## config.mk

```make
export PLATFORM = sky130hd
export DESIGN_NAME = zfa_fli_issue
export DESIGN_NICKNAME = d
export VERILOG_FILES = /design/src/rtl/zfa_pkg.sv /design/src/rtl/zfa_fli_decoder.sv /design/src/rtl/zfa_fli_issue.sv
export SDC_FILE = /design/constraint.sdc
export NUM_CORES = 1
export LEC_CHECK = 0
export ABC_AREA = 1
export CAP_MARGIN = 20
export CORE_AREA = 2 2 71 73
export DETAILED_ROUTE_END_ITERATION = 16
export DIE_AREA = 0 0 73 75
export GPL_TIMING_DRIVEN = 0
export PLACE_DENSITY = 0.95
export SLEW_MARGIN = 20
export SYNTH_ARGS = -nofsm -noshare
export SYNTH_HDL_FRONTEND = slang
export SYNTH_SLANG_ARGS = --single-unit
```

## constraint.sdc

```tcl
create_clock -name clk_i -period 2.03 [get_ports clk_i]
set_clock_uncertainty 0.15 [all_clocks]
set_input_delay 0.406 -clock clk_i [delete_from_list [all_inputs] [get_ports clk_i]]
set_output_delay 0.406 -clock clk_i [all_outputs]
set_load 0.02 [all_outputs]
```

## src/rtl/zfa_pkg.sv

```systemverilog
// Shared encodings for the Zfa FLI issue/writeback slice: opcode fields,
// fmt encodings, handler type codes and sequencer states.
package zfa_pkg;

  localparam logic [6:0] OPC_OP_FP  = 7'b1010011;
  localparam logic [4:0] FLI_FUNCT5 = 5'b11110;
  localparam logic [4:0] FLI_RS2    = 5'b00001;
  localparam logic [2:0] FLI_FUNCT3 = 3'b000;

  localparam logic [1:0] FMT_S    = 2'b00;
  localparam logic [1:0] FMT_D    = 2'b01;
  localparam logic [1:0] FMT_H    = 2'b10;
  localparam logic [1:0] FMT_BF16 = 2'b11;

  typedef enum logic [1:0] {
    FLI_HALF   = 2'b00,
    FLI_SINGLE = 2'b01,
    FLI_DOUBLE = 2'b10,
    FLI_BF16   = 2'b11
  } fli_type_e;

  typedef enum logic {
    ST_IDLE = 1'b0,
    ST_WB   = 1'b1
  } fli_state_e;

  function automatic int fli_type_width(input fli_type_e t);
    case (t)
      FLI_HALF:   return 16;
      FLI_SINGLE: return 32;
      FLI_DOUBLE: return 64;
      default:    return 16;
    endcase
  endfunction

endpackage

```

## src/rtl/zfa_fli_decoder.sv

```systemverilog
// Combinational FLI decode: legality, constant index, handler type,
// NaN-boxing request and destination register.
module zfa_fli_decoder
  import zfa_pkg::*;
#(
  parameter int FLEN    = 64,
  parameter bit BF16_EN = 1'b1
) (
  input  logic [31:0] instr_i,
  output logic        legal_o,
  output logic [4:0]  imm_sel_o,
  output fli_type_e   type_o,
  output logic        nan_box_o,
  output logic [4:0]  rd_o
);

  logic fmt_ok;

  always_comb begin
    type_o = FLI_SINGLE;
    fmt_ok = 1'b1;
    case (instr_i[26:25])
      FMT_S:   type_o = FLI_SINGLE;
      FMT_D:   type_o = FLI_DOUBLE;
      FMT_H:   type_o = FLI_HALF;
      default: begin
        type_o = FLI_BF16;
        fmt_ok = BF16_EN;
      end
    endcase
  end

  assign legal_o = (instr_i[6:0]   == OPC_OP_FP)  &&
                   (instr_i[31:27] == FLI_FUNCT5) &&
                   (instr_i[24:20] == FLI_RS2)    &&
                   (instr_i[14:12] == FLI_FUNCT3) &&
                   fmt_ok;

  assign imm_sel_o = instr_i[19:15];
  assign rd_o      = instr_i[11:7];
  // Anything narrower than the register file must be NaN-boxed.
  assign nan_box_o = fli_type_width(type_o) < FLEN;

endmodule

```

## src/rtl/zfa_fli_issue.sv

```systemverilog
// FLI issue/writeback sequencer: decodes an instruction for the external
// constant handler, then presents the handler result to the FP write port.
module zfa_fli_issue
  import zfa_pkg::*;
#(
  parameter int FLEN    = 64,
  parameter bit BF16_EN = 1'b1
) (
  input  logic            clk_i,
  input  logic            rst_i,
  input  logic            in_valid_i,
  output logic            in_ready_o,
  input  logic [31:0]     in_instr_i,
  input  logic            flush_i,
  output logic [4:0]      fli_imm_sel_o,
  output logic [1:0]      fli_type_o,
  output logic            fli_nan_box_o,
  output logic            fli_valid_en_o,
  input  logic [FLEN-1:0] fli_result_i,
  output logic            wb_valid_o,
  input  logic            wb_ready_i,
  output logic [4:0]      wb_rd_o,
  output logic [FLEN-1:0] wb_data_o,
  output logic            wb_illegal_o
);

  logic       dec_legal;
  logic [4:0] dec_imm;
  logic [4:0] dec_rd;
  fli_type_e  dec_type;
  logic       dec_nan_box;

  fli_state_e state_q, state_d;
  logic [4:0] rd_q, rd_d;
  logic       illegal_q, illegal_d;
  logic       accept;

  zfa_fli_decoder #(
    .FLEN    (FLEN),
    .BF16_EN (BF16_EN)
  ) u_decoder (
    .instr_i   (in_instr_i),
    .legal_o   (dec_legal),
    .imm_sel_o (dec_imm),
    .type_o    (dec_type),
    .nan_box_o (dec_nan_box),
    .rd_o      (dec_rd)
  );

  always_comb begin
    fli_imm_sel_o = '0;
    fli_type_o    = '0;
    fli_nan_box_o = 1'b0;
    if (in_valid_i) begin
      fli_imm_sel_o = dec_imm;
      fli_type_o    = dec_type;
      fli_nan_box_o = dec_nan_box;
    end
  end

  // A retiring writeback frees the slot in the same cycle, so a new
  // instruction can be taken while the current result drains.
  assign in_ready_o     = ~flush_i & ((state_q == ST_IDLE) | wb_ready_i);
  assign accept         = in_valid_i & in_ready_o;
  assign fli_valid_en_o = accept & dec_legal;

  always_comb begin
    state_d   = state_q;
    rd_d      = rd_q;
    illegal_d = illegal_q;
    if (flush_i) begin
      state_d = ST_IDLE;
    end else if (accept) begin
      state_d   = ST_WB;
      rd_d      = dec_rd;
      illegal_d = ~dec_legal;
    end else if ((state_q == ST_WB) && wb_ready_i) begin
      state_d = ST_IDLE;
    end
  end

  always_ff @(posedge clk_i) begin
    if (rst_i) begin
      state_q   <= ST_IDLE;
      rd_q      <= '0;
      illegal_q <= 1'b0;
    end else begin
      state_q   <= state_d;
      rd_q      <= rd_d;
      illegal_q <= illegal_d;
    end
  end

  assign wb_valid_o   = (state_q == ST_WB);
  assign wb_rd_o      = rd_q;
  assign wb_illegal_o = illegal_q;
  // The handler was not enabled for an illegal instruction, so its stale
  // value must not reach the write port.
  assign wb_data_o    = (wb_valid_o && !illegal_q) ? fli_result_i : '0;

endmodule

```

======== Yosys cells after proc, flatten, opt, wreduce, memory -nomap -nowiden ========
Cells that the tools add are included.
operators by class
  bitwise operators ....................... 7
  equality and inequality tests ........... 7
  order comparisons ....................... 1
  reductions and logical operators ........ 11
  mux-type cells .......................... 8
operators with widths
  operator                                                         number
  64-bit 2-to-1 mux                                                1
  7-bit case mux with 2 select lines                               1
  7-bit == test, second input constant                             1
  7-bit < comparator, second input constant                        1
  2-bit case mux with 3 select lines                               1
  5-bit by 1-bit == test with 1-bit output, second input constant  1
  5-bit == test, second input constant                             1
  1-bit logical AND                                                5
  5-bit 2-to-1 mux                                                 1
  2-bit by 1-bit == test with 1-bit output, second input constant  2
  2-bit == test, second input constant                             2
  1-bit bitwise AND                                                3
  3-bit logical NOT                                                1
  1-bit 2-to-1 mux                                                 3
  1-bit inverter                                                   3
  2-bit logical NOT                                                1
  2-bit 2-to-1 mux                                                 1
  2-bit AND reduction                                              1
  2-bit nonzero test                                               1
  2-bit OR reduction                                               1
  1-bit logical NOT                                                1
  1-bit bitwise OR                                                 1
storage, ports and cells
  input port bits ......................... 101
  logic and storage cells ................. 37
  bits in registers ....................... 7
  output and inout bits ................... 81

======== Longest topological paths before layout ========
  word-level depth ........................ 6
  mapped depth ............................ 7
  mapped depth without buffers ............ 7

======== Modules after synthesis ========
Synthesis repeated with hierarchy kept, for this count alone.
second synthesis, totals
  cells, all modules ...................... 251
  area, all modules ....................... 1,222.4 um^2
by module, submodules not included
  module           cells an instance  sequential area each (um^2)  instances  area each (um^2)
  zfa_fli_issue    209                140.1                        1          991.0
  zfa_fli_decoder  42                 0.0                          1          231.5

======== Worst setup path before layout ========
Ideal clock, no wire load.
  path kind ............................... flip-flop to output port
  from .................................... register state_q, in the netlist wb_valid_o
  to ...................................... output port wb_data_o[10]
  data arrival time ....................... 1,087 ps
  buffers on the path ..................... 1
  cell stages (with the launch flop) ...... 4
  slack ................................... 387 ps
  cells stage by stage .................... dfxtp_1 > nand2_2 > buf_2 > nor2_1
between the ends
  longest elaborated chain between the ends .. 2
RTL lines
  element                   RTL line             RTL
  start: declaration        zfa_fli_issue.sv:33  fli_state_e state_q, state_d;
  start signal: assignment  zfa_fli_issue.sv:88  state_q <= state_d;
  1-bit logical AND         zfa_fli_issue.sv:99  assign wb_data_o = (wb_valid_o && !illegal_q) ? fli_result_i : '0;
  64-bit 2-to-1 mux         zfa_fli_issue.sv:99
  end: declaration          zfa_fli_issue.sv:23  output logic [FLEN-1:0] wb_data_o,
Every way passes these cells.

======== Final worst setup path ========
  from .................................... input port wb_ready_i
  to ...................................... output port fli_valid_en_o
between the ends
  longest elaborated chain between the ends .. 4
RTL lines
  element             RTL line             RTL
  start: declaration  zfa_fli_issue.sv:21  input logic wb_ready_i,
  1-bit bitwise OR    zfa_fli_issue.sv:63  assign in_ready_o = ~flush_i & ((state_q == ST_IDLE) | wb_ready_i);
  1-bit bitwise AND   zfa_fli_issue.sv:63
  1-bit bitwise AND   zfa_fli_issue.sv:64  assign accept = in_valid_i & in_ready_o;
  1-bit bitwise AND   zfa_fli_issue.sv:65  assign fli_valid_en_o = accept & dec_legal;
  end: declaration    zfa_fli_issue.sv:18  output logic fli_valid_en_o,
Every way passes these cells.

==> metrics.md <==
| Metric | Value |
|---|---|
| Pin count of the biggest net entering global routing | 11 |
| Skew-Pair Late Insertion Delay | 0.23 ns |
| Switching portion of total power | between 30% and 40% |
| Post-route antenna net violation count | 0 |
| Global-route wire length before repair | 7630 um |
| Clock Path Buffers | 2 |
| Vias | around 1900 |
| Final global-route overflow total | 0 |
| Worst supply voltage drop on vdd | between 0.3 and 0.4 mV |
| Number of unique standard cell types used by synthesis | 17 |
| Synthesis-to-finish area growth | 161% |
| Average cell area after synthesis | roughly 4.6 um^2 |
| Register-to-Register Path Depth | 6 |
| Worst setup path startpoint | wb_ready_i |
| Combinational Power Share | 56.5% |
| Tot GR Track Use | 17.7% |
| Start point of the worst min-delay path | wb_rd_o[1] |
| Outcome | finished, final reports clean |
| Dominant delay contributor by cell family on the critical path | buffers and inverters |
| Starting density of the core | 22.6% |
| Site row count | 25 |
| Hold bufs inserted after CTS | 0 |
| Final Hold Violating Endpoints | 0 |
| Type of the setup path with the least slack | input port to output pin |
| Power Internal | 0.536 mW |
| TritonRoute pass-1 iters | 4 |
| Antenna violations before repair | 0 |
| Final Max Slew Viols | 0 |
| Critical Path End | fli_valid_en_o |
| Sum of buffers and inverters on the critical path | 4 |
| Element type at the critical path start | input port |
| Count of max-cap constraint violations | 0 |
| Crit path cell chain | clkdlybuf4s50_1 > inv_1 > nand2_2 > nand3_4 > clkinv_4 > nand2_1 > nor2_1 > buf_4 |
| Net switching power figure | approximately 0.26 mW |
| CP max FO | 6 |
| DRC Markers | 0 |
| Vias per cell | between 4 and 5 |
| Total negative slack | 0 ns |
| Cell count after synthesis | 228 |
| Die boundary width | 73 um |
| Part of the Yosys area used for sequential elements | between 10% and 20% |
| TritonCTS buffer count | 3 |
| Netlist area before placement | approximately 1100 um^2 |
| Yosys warnings | 0 |
| # nets final | 522 |
| Nets in the synthesized netlist | 332 |
| Number of setup violations in the final report | 0 |
| Clk pwr share | 24.8% |
| Leak | 1.65 nW |
| Fill cells | 434 |
| Most common cell after layout, fill and taps aside | sky130_fd_sc_hd__clkdlybuf4s50_1 |
| Required time worst endpoint | 1.47 ns |
| Crit-path max cell delay | 0.46 ns |
| Min cycle time layout | a little over 2 ns |
| Layout cells sized above 1 | 19.4% |
| Setup slack of the worst register-to-register path | 0.86 ns |
| Sequential Power Share | 18.7% |
| Number of storage elements in the synthesis netlist | 7 |
| Total wirelength of the detailed-routed design | 5290 um |
| Cell count along the critical path | 8 |
| Average wire per standard cell | between 10 and 15 um |
| Element type at the critical path end | output pin |
| Part of the cycle the worst path needs | 99.6% |
| Number of port buffers | 180 |
| Via count of the first global-routing pass | roughly 1800 |
| Total die area | 5480 um^2 |
| TritonCTS clock tree | done |
| Boundary Pins | 182 |
| RSZ-0062 raised after global routing | yes |
| Final weighted congestion in routability-driven placement | 0.854 |
| PwrDens | 289 nW/um^2 |
| Clock input transition at the sequential cells of the worst setup and hold paths | 0.04 ns |
| CTS Root Buffer Type | sky130_fd_sc_hd__clkbuf_8 |
| RR Startpoint | wb_valid_o |
| Commonest non-fill, non-tap cells in the layout | 104 x sky130_fd_sc_hd__clkdlybuf4s50_1, 82 x sky130_fd_sc_hd__inv_1, 79 x sky130_fd_sc_hd__nor2_1, 48 x sky130_fd_sc_hd__clkbuf_2, 33 x sky130_fd_sc_hd__nand2_1 |
| Endpoint of the most critical register-to-register path | wb_rd_o[4] |
| CP max stage cell | sky130_fd_sc_hd__clkdlybuf4s50_1 |
| Clock sink total | 7 |
| Die Ht | 75 um |
| Core outline area | 4660 um^2 |
| Least-Margin Pin Slew | 0.245 ns |
| # H-tree levels | 1 |
| Starting DRT DRC Count | 34 |
| Worst min-delay path category | register to register |
| Half-perimeter wire length after detailed placement | 4530 um |
| Antenna diode count | 0 |
| Data arrival time of the critical path | 1.47 ns |
| Normalized max-slew margin | 83.6% |
| Power after layout | about 0.79 mW |
| Maximum frequency from static timing analysis | 0.495 GHz |
## through the flow
step	cells	util (%)	hold slack [ns]	setup WS, ns	area, um^2
2_1_floorplan	228	-	0.325	0.387	1050
3_3_place_gp	462	62.7	0.301	-0.516	2920
3_5_place_dp	462	62.7	0.304	-0.513	2920
4_1_cts	466	62.4	0.311	-0.0626	2910
5_1_grt	471	59.0	0.326	-0.0908	2750
6_report	471	59.0	0.310	0.00777	2750
## metal layers
layer | routed length [um] | global-route usage, % | share of wire (%)
met1 | 1860 | 17.7 | 35
met2 | 2730 | 33.6 | 52
met3 | 545 | 4.95 | 10
met4 | 148 | 8.23 | 2.8
met5 | 0 | 0 | 0
## registers in the layout, summed over array words and instances, names as in the netlist
signal,count
wb_rd_o,5
wb_valid_o,1
wb_illegal_o,1
## worst min path at each step
stage,endpoint,cells after the start
detailed placement,wb_rd_o[1],2
floorplan,wb_rd_o[0],1
global route,wb_rd_o[3],2
finish,wb_rd_o[1],2
global placement,wb_rd_o[4],2
CTS,wb_rd_o[1],2
## logic make-up after synthesis
family                   Yosys count  synth area share, %
AND/OR/NAND/NOR                  120                 45.6
flip-flops                         7                 13.3
buffers and inverters             92                 34.4
AO/OA/AOI/OAI                      6                 3.09
adder cells (fa/ha/maj)            3                 3.56
## area by class of cell
| class | instances | area [um^2] | share of cell area (%) |
|---|---|---|---|
| flip-flops and latches | 7 | 140 | 5.10 |
| clock buffers | 4 | 45.0 | 1.64 |
| inverters | 85 | 324 | 11.8 |
| well taps | 54 | 67.6 | 2.46 |
| plain buffers | 7 | 43.8 | 1.59 |
| repair buffers | 185 | 1580 | 57.4 |
| multi-input cells | 129 | 551 | 20.0 |
## repair_timing
action                                  4_1_cts  5_1_grt
buffers inserted                              0        5
pin swaps                                     0        1
endpoints found under the setup margin       74       62
resized for setup                           118       87
## worst reg2reg max path, cell delays in order (launching register included)
cell                       delay (ns)
sky130_fd_sc_hd__dfxtp_1         0.38
sky130_fd_sc_hd__nand2_2         0.10
sky130_fd_sc_hd__nand3_4         0.11
sky130_fd_sc_hd__clkinv_4        0.07
sky130_fd_sc_hd__buf_4           0.14
sky130_fd_sc_hd__nand2_1         0.05
sky130_fd_sc_hd__a21oi_1         0.05
## Yosys cell counts, drive strengths merged
cell | number | area, um^2
inv | 85 | 322
a211oi | 1 | 7.51
nor3 | 1 | 5.00
buf | 7 | 41.3
nand2 | 35 | 136
nor2 | 79 | 297
a21oi | 5 | 25.0
dfxtp | 7 | 140
ha | 3 | 37.5
nand3 | 2 | 22.5
nand3b | 1 | 7.51
nand4 | 2 | 12.5
## power by group through the flow
| stage | registers [mW] | clock network, mW | logic (mW) |
|---|---|---|---|
| after floorplan | 0.159 | 0 | 0.156 |
| after global placement | 0.151 | 0 | 0.472 |
| after detailed placement | 0.151 | 0 | 0.480 |
| after CTS | 0.149 | 0.203 | 0.453 |
| after global routing | 0.150 | 0.207 | 0.488 |
| final | 0.149 | 0.197 | 0.449 |
Power figures use the tool's default switching activity.
